[src/rtl/sequence_ram_ctrl_pkg.sv]
// Shared state encodings, default timing values and a sizing helper.
// These are used by the memory-game sequence RAM controller.
package sequence_ram_ctrl_pkg;

    typedef enum logic [2:0] {
        ST_IDLE    = 3'd0,
        ST_APPEND  = 3'd1,
        ST_S_FETCH = 3'd2,
        ST_S_ON    = 3'd3,
        ST_S_OFF   = 3'd4,
        ST_C_PREP  = 3'd5,
        ST_C_WAIT  = 3'd6
    } state_e;

    localparam int unsigned DEF_SHOW_CYCLES = 1000;
    localparam int unsigned DEF_GAP_CYCLES  = 500;

    // Width of a down-counter that must hold the larger of the two phase lengths.
    function automatic int unsigned timer_width(input int unsigned a, input int unsigned b);
        int unsigned m;
        m = (a > b) ? a : b;
        return $clog2(m + 1);
    endfunction

endpackage

[src/rtl/sequence_ram_ctrl_timer.sv]
// Phase timer for replay: loaded with (cycles-1) on phase entry.
// It then counts down to zero, where done is raised.
module seq_timer #(
    parameter int unsigned W = 4
) (
    input  logic         clk_i,
    input  logic         rst_ni,
    input  logic         load_i,
    input  logic [W-1:0] load_val_i,
    output logic         done_o
);

    logic [W-1:0] count_q;

    always_ff @(posedge clk_i or negedge rst_ni) begin
        if (!rst_ni) begin
            count_q <= '0;
        end else if (load_i) begin
            count_q <= load_val_i;
        end else if (count_q != '0) begin
            count_q <= count_q - 1'b1;
        end
    end

    assign done_o = (count_q == '0);

endmodule

[src/rtl/sequence_ram_ctrl.sv]
// Owns the memory-game sequence RAM port: appends plays, replays the stored
// sequence on the leds with on/off timing, and checks player inputs entry by entry.
module sequence_ram_ctrl
    import sequence_ram_ctrl_pkg::*;
#(
    parameter int unsigned N           = 256,
    parameter int unsigned SHOW_CYCLES = DEF_SHOW_CYCLES,
    parameter int unsigned GAP_CYCLES  = DEF_GAP_CYCLES,
    localparam int unsigned AW         = $clog2(N)
) (
    input  logic          clk_i,
    input  logic          reset_n_i,
    input  logic          cmd_clear_i,
    input  logic          cmd_append_i,
    input  logic [3:0]    append_value_i,
    input  logic          cmd_show_i,
    input  logic          cmd_check_i,
    input  logic          play_valid_i,
    input  logic [3:0]    play_value_i,
    output logic          ram_we_o,
    output logic [AW-1:0] ram_addr_o,
    output logic [3:0]    ram_data_o,
    input  logic [3:0]    ram_q_i,
    output logic [3:0]    leds_o,
    output logic          busy_o,
    output logic [AW:0]   len_o,
    output logic          full_o,
    output logic          show_done_o,
    output logic          hit_o,
    output logic          round_ok_o,
    output logic          miss_o
);

    localparam int unsigned TW      = timer_width(SHOW_CYCLES, GAP_CYCLES);
    localparam logic [AW:0] LEN_MAX = (AW+1)'(N);

    state_e        state_q, state_d;
    logic [AW-1:0] idx_q, idx_d;
    logic [AW:0]   len_q, len_d;
    logic [3:0]    data_q, data_d;
    logic          show_done_q, show_done_d;
    logic          hit_q, hit_d;
    logic          round_ok_q, round_ok_d;
    logic          miss_q, miss_d;

    logic          full;
    logic          is_last;
    logic          match;
    logic          timer_load;
    logic [TW-1:0] timer_val;
    logic          timer_done;

    assign full    = (len_q == LEN_MAX);
    assign is_last = ({1'b0, idx_q} == (len_q - 1'b1));
    assign match   = (play_value_i == ram_q_i);

    seq_timer #(.W(TW)) u_timer (
        .clk_i      (clk_i),
        .rst_ni     (reset_n_i),
        .load_i     (timer_load),
        .load_val_i (timer_val),
        .done_o     (timer_done)
    );

    always_ff @(posedge clk_i or negedge reset_n_i) begin
        if (!reset_n_i) begin
            state_q     <= ST_IDLE;
            idx_q       <= '0;
            len_q       <= '0;
            data_q      <= '0;
            show_done_q <= 1'b0;
            hit_q       <= 1'b0;
            round_ok_q  <= 1'b0;
            miss_q      <= 1'b0;
        end else begin
            state_q     <= state_d;
            idx_q       <= idx_d;
            len_q       <= len_d;
            data_q      <= data_d;
            show_done_q <= show_done_d;
            hit_q       <= hit_d;
            round_ok_q  <= round_ok_d;
            miss_q      <= miss_d;
        end
    end

    always_comb begin
        state_d = state_q;
        idx_d   = idx_q;
        len_d   = len_q;
        data_d  = data_q;
        if (cmd_clear_i) begin
            state_d = ST_IDLE;
            idx_d   = '0;
            len_d   = '0;
        end else begin
            unique case (state_q)
                ST_IDLE: begin
                    if (cmd_append_i) begin
                        if (!full) begin
                            data_d  = append_value_i;
                            state_d = ST_APPEND;
                        end
                    end else if (cmd_show_i) begin
                        if (len_q != '0) begin
                            idx_d   = '0;
                            state_d = ST_S_FETCH;
                        end
                    end else if (cmd_check_i) begin
                        if (len_q != '0) begin
                            idx_d   = '0;
                            state_d = ST_C_PREP;
                        end
                    end
                end
                ST_APPEND: begin
                    len_d   = len_q + 1'b1;
                    state_d = ST_IDLE;
                end
                ST_S_FETCH: state_d = ST_S_ON;
                ST_S_ON: begin
                    if (timer_done) state_d = ST_S_OFF;
                end
                ST_S_OFF: begin
                    if (timer_done) begin
                        if (is_last) begin
                            state_d = ST_IDLE;
                        end else begin
                            idx_d   = idx_q + 1'b1;
                            state_d = ST_S_FETCH;
                        end
                    end
                end
                ST_C_PREP: state_d = ST_C_WAIT;
                ST_C_WAIT: begin
                    if (play_valid_i) begin
                        if (match && !is_last) begin
                            idx_d   = idx_q + 1'b1;
                            state_d = ST_C_PREP;
                        end else begin
                            state_d = ST_IDLE;
                        end
                    end
                end
                default: state_d = ST_IDLE;
            endcase
        end
    end

    always_comb begin
        timer_load  = (state_d != state_q) && ((state_d == ST_S_ON) || (state_d == ST_S_OFF));
        timer_val   = (state_d == ST_S_ON) ? TW'(SHOW_CYCLES - 1) : TW'(GAP_CYCLES - 1);

        show_done_d = 1'b0;
        hit_d       = 1'b0;
        round_ok_d  = 1'b0;
        miss_d      = 1'b0;
        if (!cmd_clear_i) begin
            show_done_d = ((state_q == ST_IDLE) && !cmd_append_i && cmd_show_i && (len_q == '0))
                       || ((state_q == ST_S_OFF) && timer_done && is_last);
            round_ok_d  = ((state_q == ST_IDLE) && !cmd_append_i && !cmd_show_i && cmd_check_i
                           && (len_q == '0))
                       || ((state_q == ST_C_WAIT) && play_valid_i && match && is_last);
            hit_d       = (state_q == ST_C_WAIT) && play_valid_i && match && !is_last;
            miss_d      = (state_q == ST_C_WAIT) && play_valid_i && !match;
        end

        ram_we_o   = 1'b0;
        ram_addr_o = '0;
        ram_data_o = '0;
        leds_o     = '0;
        unique case (state_q)
            ST_APPEND: begin
                ram_we_o   = 1'b1;
                ram_addr_o = len_q[AW-1:0];
                ram_data_o = data_q;
            end
            // Address stays on idx through the lit phase, so q is stable for its whole length.
            ST_S_ON: begin
                ram_addr_o = idx_q;
                leds_o     = ram_q_i;
            end
            ST_S_FETCH, ST_S_OFF, ST_C_PREP, ST_C_WAIT: ram_addr_o = idx_q;
            default: ram_addr_o = '0;
        endcase
    end

    assign busy_o      = (state_q != ST_IDLE);
    assign len_o       = len_q;
    assign full_o      = full;
    assign show_done_o = show_done_q;
    assign hit_o       = hit_q;
    assign round_ok_o  = round_ok_q;
    assign miss_o      = miss_q;

endmodule

[config.mk]
export PLATFORM = sky130hd
export DESIGN_NAME = sequence_ram_ctrl
export DESIGN_NICKNAME = d
export VERILOG_FILES = /design/src/rtl/sequence_ram_ctrl_pkg.sv /design/src/rtl/sequence_ram_ctrl_timer.sv /design/src/rtl/sequence_ram_ctrl.sv
export SDC_FILE = /design/constraint.sdc
export NUM_CORES = 1
export LEC_CHECK = 0
export CAP_MARGIN = 20
export CORE_MARGIN = 5
export CORE_UTILIZATION = 45
export CTS_CLUSTER_SIZE = 40
export DETAILED_ROUTE_END_ITERATION = 6
export PLACE_DENSITY = 0.7
export REMOVE_ABC_BUFFERS = 1
export SLEW_MARGIN = 20
export SYNTH_ARGS = -nofsm -noshare
export SYNTH_HDL_FRONTEND = slang
export SYNTH_SLANG_ARGS = --single-unit
[constraint.sdc]
create_clock -name clk_i -period 2.7 [get_ports clk_i]
set_clock_uncertainty 0.15 [all_clocks]
set_input_delay 0.27 -clock clk_i [delete_from_list [all_inputs] [get_ports clk_i]]
set_output_delay 0.27 -clock clk_i [all_outputs]
set_load 0.01 [all_outputs]
# Yosys cells after proc, flatten, opt, wreduce, memory -nomap -nowiden
# Index checks and enable logic that the tools add are counted.
# word_totals
input_bits	19
register_bits	38
# op_classes
n_eq_ne	18
bitwise_logic	2
n_reduce_logical	34
mux	36
n_addsub	4
# op_table
op	count
2-to-1 mux 8 bit	9
2-to-1 mux 3 bit	11
2-to-1 mux 10 bit	3
case mux 8 bit (3 select lines)	1
2-to-1 mux 9 bit	2
case mux 3 bit (6 select lines)	1
case mux 8 bit (2 select lines)	1
logical AND 1 bit	15
inequality test 3 bit, second input constant	5
== test 3 bit, second input constant	4
zero test 10 bit	1
nonzero test 10 bit	1
subtractor 10 x 1 -> 10 bit, second input constant	1
adder 9 x 1 -> 9 bit, second input constant	1
== test 3 x 2 -> 1 bit, second input constant	3
== test 8 x 9 -> 1 bit	1
== test 9 bit, second input constant	1
zero test 9 bit	1
nonzero test 9 bit	1
subtractor 9 x 1 -> 9 bit, second input constant	1
adder 8 x 1 -> 8 bit, second input constant	1
2-to-1 mux 4 bit	2
AND reduction 7 bit	1
2-to-1 mux 1 bit	5
other kinds (14)	21

# Longest topological paths before layout
# depth
word_depth	12
depth_mapped	10
ltp_nobuf	8

# By module
# Synthesis repeated with hierarchy kept, for this count alone.
# hier_totals
hier_cells	322
hier_area_um2	2737.6
# by_module_without_submodules
module	cells_per_inst	area_each_um2	seq_area_each_um2	instances
sequence_ram_ctrl	255	2143.3	700.7	1
seq_timer	67	594.3	250.2	1

# Least setup slack after synthesis
# No wires, ideal clock.
# synth_path
path_kind	flip-flop to flip-flop
startpoint	register len_q[0] (netlist: len_o[0])
endpoint	register idx_q[5]
t_arrival_ns	2.384
period_less_slack_ns	2.655
path_stages_with_launch	11
setup_ns	0.122
path_slack_ns	0.045
n_path_buf	2
required_time_ns	2.428
path_cell_list	dfrtp_1 > clkbuf_1 > inv_1 > ha_1 > nor4b_4 > and3_1 > a211oi_2 > nand2b_1 > clkbuf_2 > o21a_1 > a32o_1
# synth_between
elab_chain_len	7
# synth_rtl
element	line_no	rtl
from (decl)	sequence_ram_ctrl.sv:39	logic [AW:0] len_q, len_d;
from (signal assigned)	sequence_ram_ctrl.sv:78	len_q <= len_d;
parallel branches: the longest is 7 deep, another holds subtractor 9 x 1 -> 9 bit	n/a	
to (signal assigned)	sequence_ram_ctrl.sv:77	idx_q <= idx_d;
to (decl)	sequence_ram_ctrl.sv:38	logic [AW-1:0] idx_q, idx_d;
# Several ways; the timed one is not identified. The select of a mux whose other input is x is not followed.
# A chain may end at the register's enable or synchronous reset.

# Worst setup path in the final report
# layout_path
startpoint	register len_q[0] (netlist: len_o[0])
endpoint	output full_o
# layout_between
elab_chain_len	1
# layout_rtl
element	line_no	rtl
== test 9 bit	sequence_ram_ctrl.sv:53	assign full = (len_q == LEN_MAX);
to (decl)	sequence_ram_ctrl.sv:27	output logic full_o,
# No other way between the ends.

==> results_dict.tcl <==
set metrics [dict create \
    reg2reg_setup_slack_ns 0.14 \
    grt_pass1_wl_um 12100 \
    die_h_um 89.6 \
    drt_pass1_iterations 4 \
    power.density_mw_per_mm2 489 \
    setup_tns_ns 0 \
    crit_required_ns 2.28 \
    hold_depth 1 \
    vias 2697 \
    coreArea_sq_mm 0.00624 \
    yosys_warnings 0 \
    drive_gt1_frac 0.165 \
    syn_avg_cell_area_sq_um 8.77 \
    r2r_end "u_timer.count_q[4]" \
    hold_path_class "reg2reg" \
    grt_usage 0.191 \
    critical_path.startpoint "len_o[0]" \
    fin_nets 403 \
    holdWs_ns 0.349 \
    endpoint "full_o" \
    cts.clk_slew.worst_paths_ns 0.07 \
    drt_iter0_markers 179 \
    synth_edf_count 0 \
    setup_viol 0 \
    crit_path_max_fanout 6 \
    yosysSeqAreaShare 0.334 \
    synth_area_sq_mm 0.00285 \
    cts_inserted_buffers 5 \
    synthFlopType "dfrtp_1" \
    diodes 0 \
    mostFrequentLayoutCell "clkdlybuf4s50_1" \
    synth_cells 325 \
    grt_pass1_vias 2517 \
    post_dp_cell_area_sq_mm 0.00347 \
    status "finished clean" \
    worstPathArrival_ns 2.17 \
    avgRoutedWirePerCell_um 16.4 \
    yosys-top-cells-area "dfrtp_1 33%, xnor2_1 4.3%, nor2_1 3.8%, nand2_1 3.7%, xor2_1 3.7%" \
    place_congestion 0.852 \
    final_cell_mix "49 x clkdlybuf4s50_1, 36 x dfrtp_1, 29 x nor2_1" \
    post-route-min-period_ns 2.59 \
    maxCapViolCount 0 \
    cts_max_path_buffers 2 \
    synthArstFlopShare 1.00 \
    vdd_drop_max_mv 0.318 \
    drt_wl_total_um 7510 \
    rsz0062_at_grt "yes" \
    cts_tree "yes" \
    ys_seq_elements 38 \
    io_pins 51 \
    area_growth_syn_to_layout_pct 27.2 \
    place_hpwl_um 5420 \
    grt_max_degree 39 \
    final_cell_area_sq_mm 0.00363 \
    cts_htree_levels 2 \
    rr_worst_depth 6 \
    viasPerCell 5.89 \
    endpoint_kind "output port" \
    overflow 0 \
    synth_top_area_cell "dfrtp_1" \
    synth_top_area_frac 0.334 \
    final-hold-violation-count 0 \
    start_kind "flip-flop" \
    insertion_delay_ns 0.29 \
    drt.antenna.violating_nets 0 \
    rows 29 \
    max-slew-margin-rel 0.401 \
    max_freq_ghz 0.386 \
    cts-root-buf "clkbuf_8" \
    worst_pin_slew_ns 0.898 \
    antenna_found_initial 0 \
    p_leak_nw 1.47 \
    drc 0 \
    start_util 0.457 \
    slew_viol_final 0 \
    die_w_um 89.6 \
    cts.sinks 38 \
    ys_types 72 \
    io_buffers 50 \
    r2r-start "u_timer.count_q[7]" \
    die_area_sq_mm 0.00803 \
    timing.final.crit_share 0.959 \
    path_class "reg2out" \
]
report_power, final:
part,switching (mW),internal (mW)
Clock,0.202,0.206
Sequential,0.105,0.659
Combinational,0.299,0.300
how the worst min path moves through the flow:
stage | from | end | slack (ns)
finish | data_q[1] | data_q[1] | 0.35
global placement | reset_n_i | len_o[8] | 0.30
CTS | data_q[1] | data_q[1] | 0.35
global route | data_q[1] | data_q[1] | 0.37
detailed placement | reset_n_i | len_o[8] | 0.30
floorplan | reset_n_i | data_q[0] | -0.18
kinds of logic after synthesis:
family,after synthesis,synth area share
and+or+nand+nor,138,0.270
AOI/OAI and AO/OA,77,0.223
DFF,38,0.334
buffers and inverters,36,0.0536
xor gates and xnor gates,26,0.0799
muxes,6,0.0228
adders and majority gates,4,0.0176
final cells by class:
type,instances,area (sq um)
clock buffer,7,86.3
tap,77,96.3
fill,560,2620
sequential,38,953
clock inverter,1,5.00
inverter,13,48.8
multi-input combinational,251,1780
timing repair buffer,71,656
stage by stage:
stage          cells  setup slack, ns  total power [mW]  utilization
2_1_floorplan    302            0.172              1.12            -
3_3_place_gp     446            0.138              1.32        0.555
3_5_place_dp     446           0.0826              1.34        0.555
4_1_cts          455          0.00320              1.77        0.572
5_1_grt          458         -0.00256              1.89        0.581
6_report         458            0.112              1.77        0.581
synthesized netlist by cell type (all sizes together) (6+ instances only):
master	number
a22o	9
and2	6
buf	9
nor2	29
xnor2	14
nand2b	11
nor3	8
clkbuf	14
nand4	7
o211ai	10
xor2	12
inv	13
nand2	28
and3	10
o2bb2ai	7
dfrtp	38
or2	6
o21ai	9
a21oi	11
nand3	9
routing by layer:
| metal | routed length (um) | vias to the layer above | global-route usage |
|---|---|---|---|
| li1 | - | 1295 | - |
| met1 | 3320 | 1286 | 0.267 |
| met2 | 3520 | 103 | 0.298 |
| met3 | 537 | 13 | 0.0420 |
| met4 | 128 | 0 | 0.0555 |
| met5 | 0 | - | 0 |
worst max-delay path, cell delays in order, from the launching register on:
cell and delay [ns]:
dfrtp_2 0.45, inv_1 0.07, ha_1 0.20, nor4b_4 0.32, and3_4 0.27, clkdlybuf4s50_1 0.56
flip-flops by register name, summed over array words and instances, names as in the netlist:
| register | flops |
|---|---|
| idx_q | 8 |
| miss_o | 1 |
| show_done_o | 1 |
| hit_o | 1 |
| round_ok_o | 1 |
| data_q | 4 |
| len_o | 9 |
| u_timer.count_q | 10 |
| state_q | 3 |
what timing repair did:
action	4_1_cts	5_1_grt
setup buffers	0	3
gates cloned	0	0
hold buffers	1	0
pin swaps	0	2
resized for setup	1	10
setup endpoints to repair	8	31
endpoints found under the hold margin	38	0
Power figures use the tool's default switching activity.
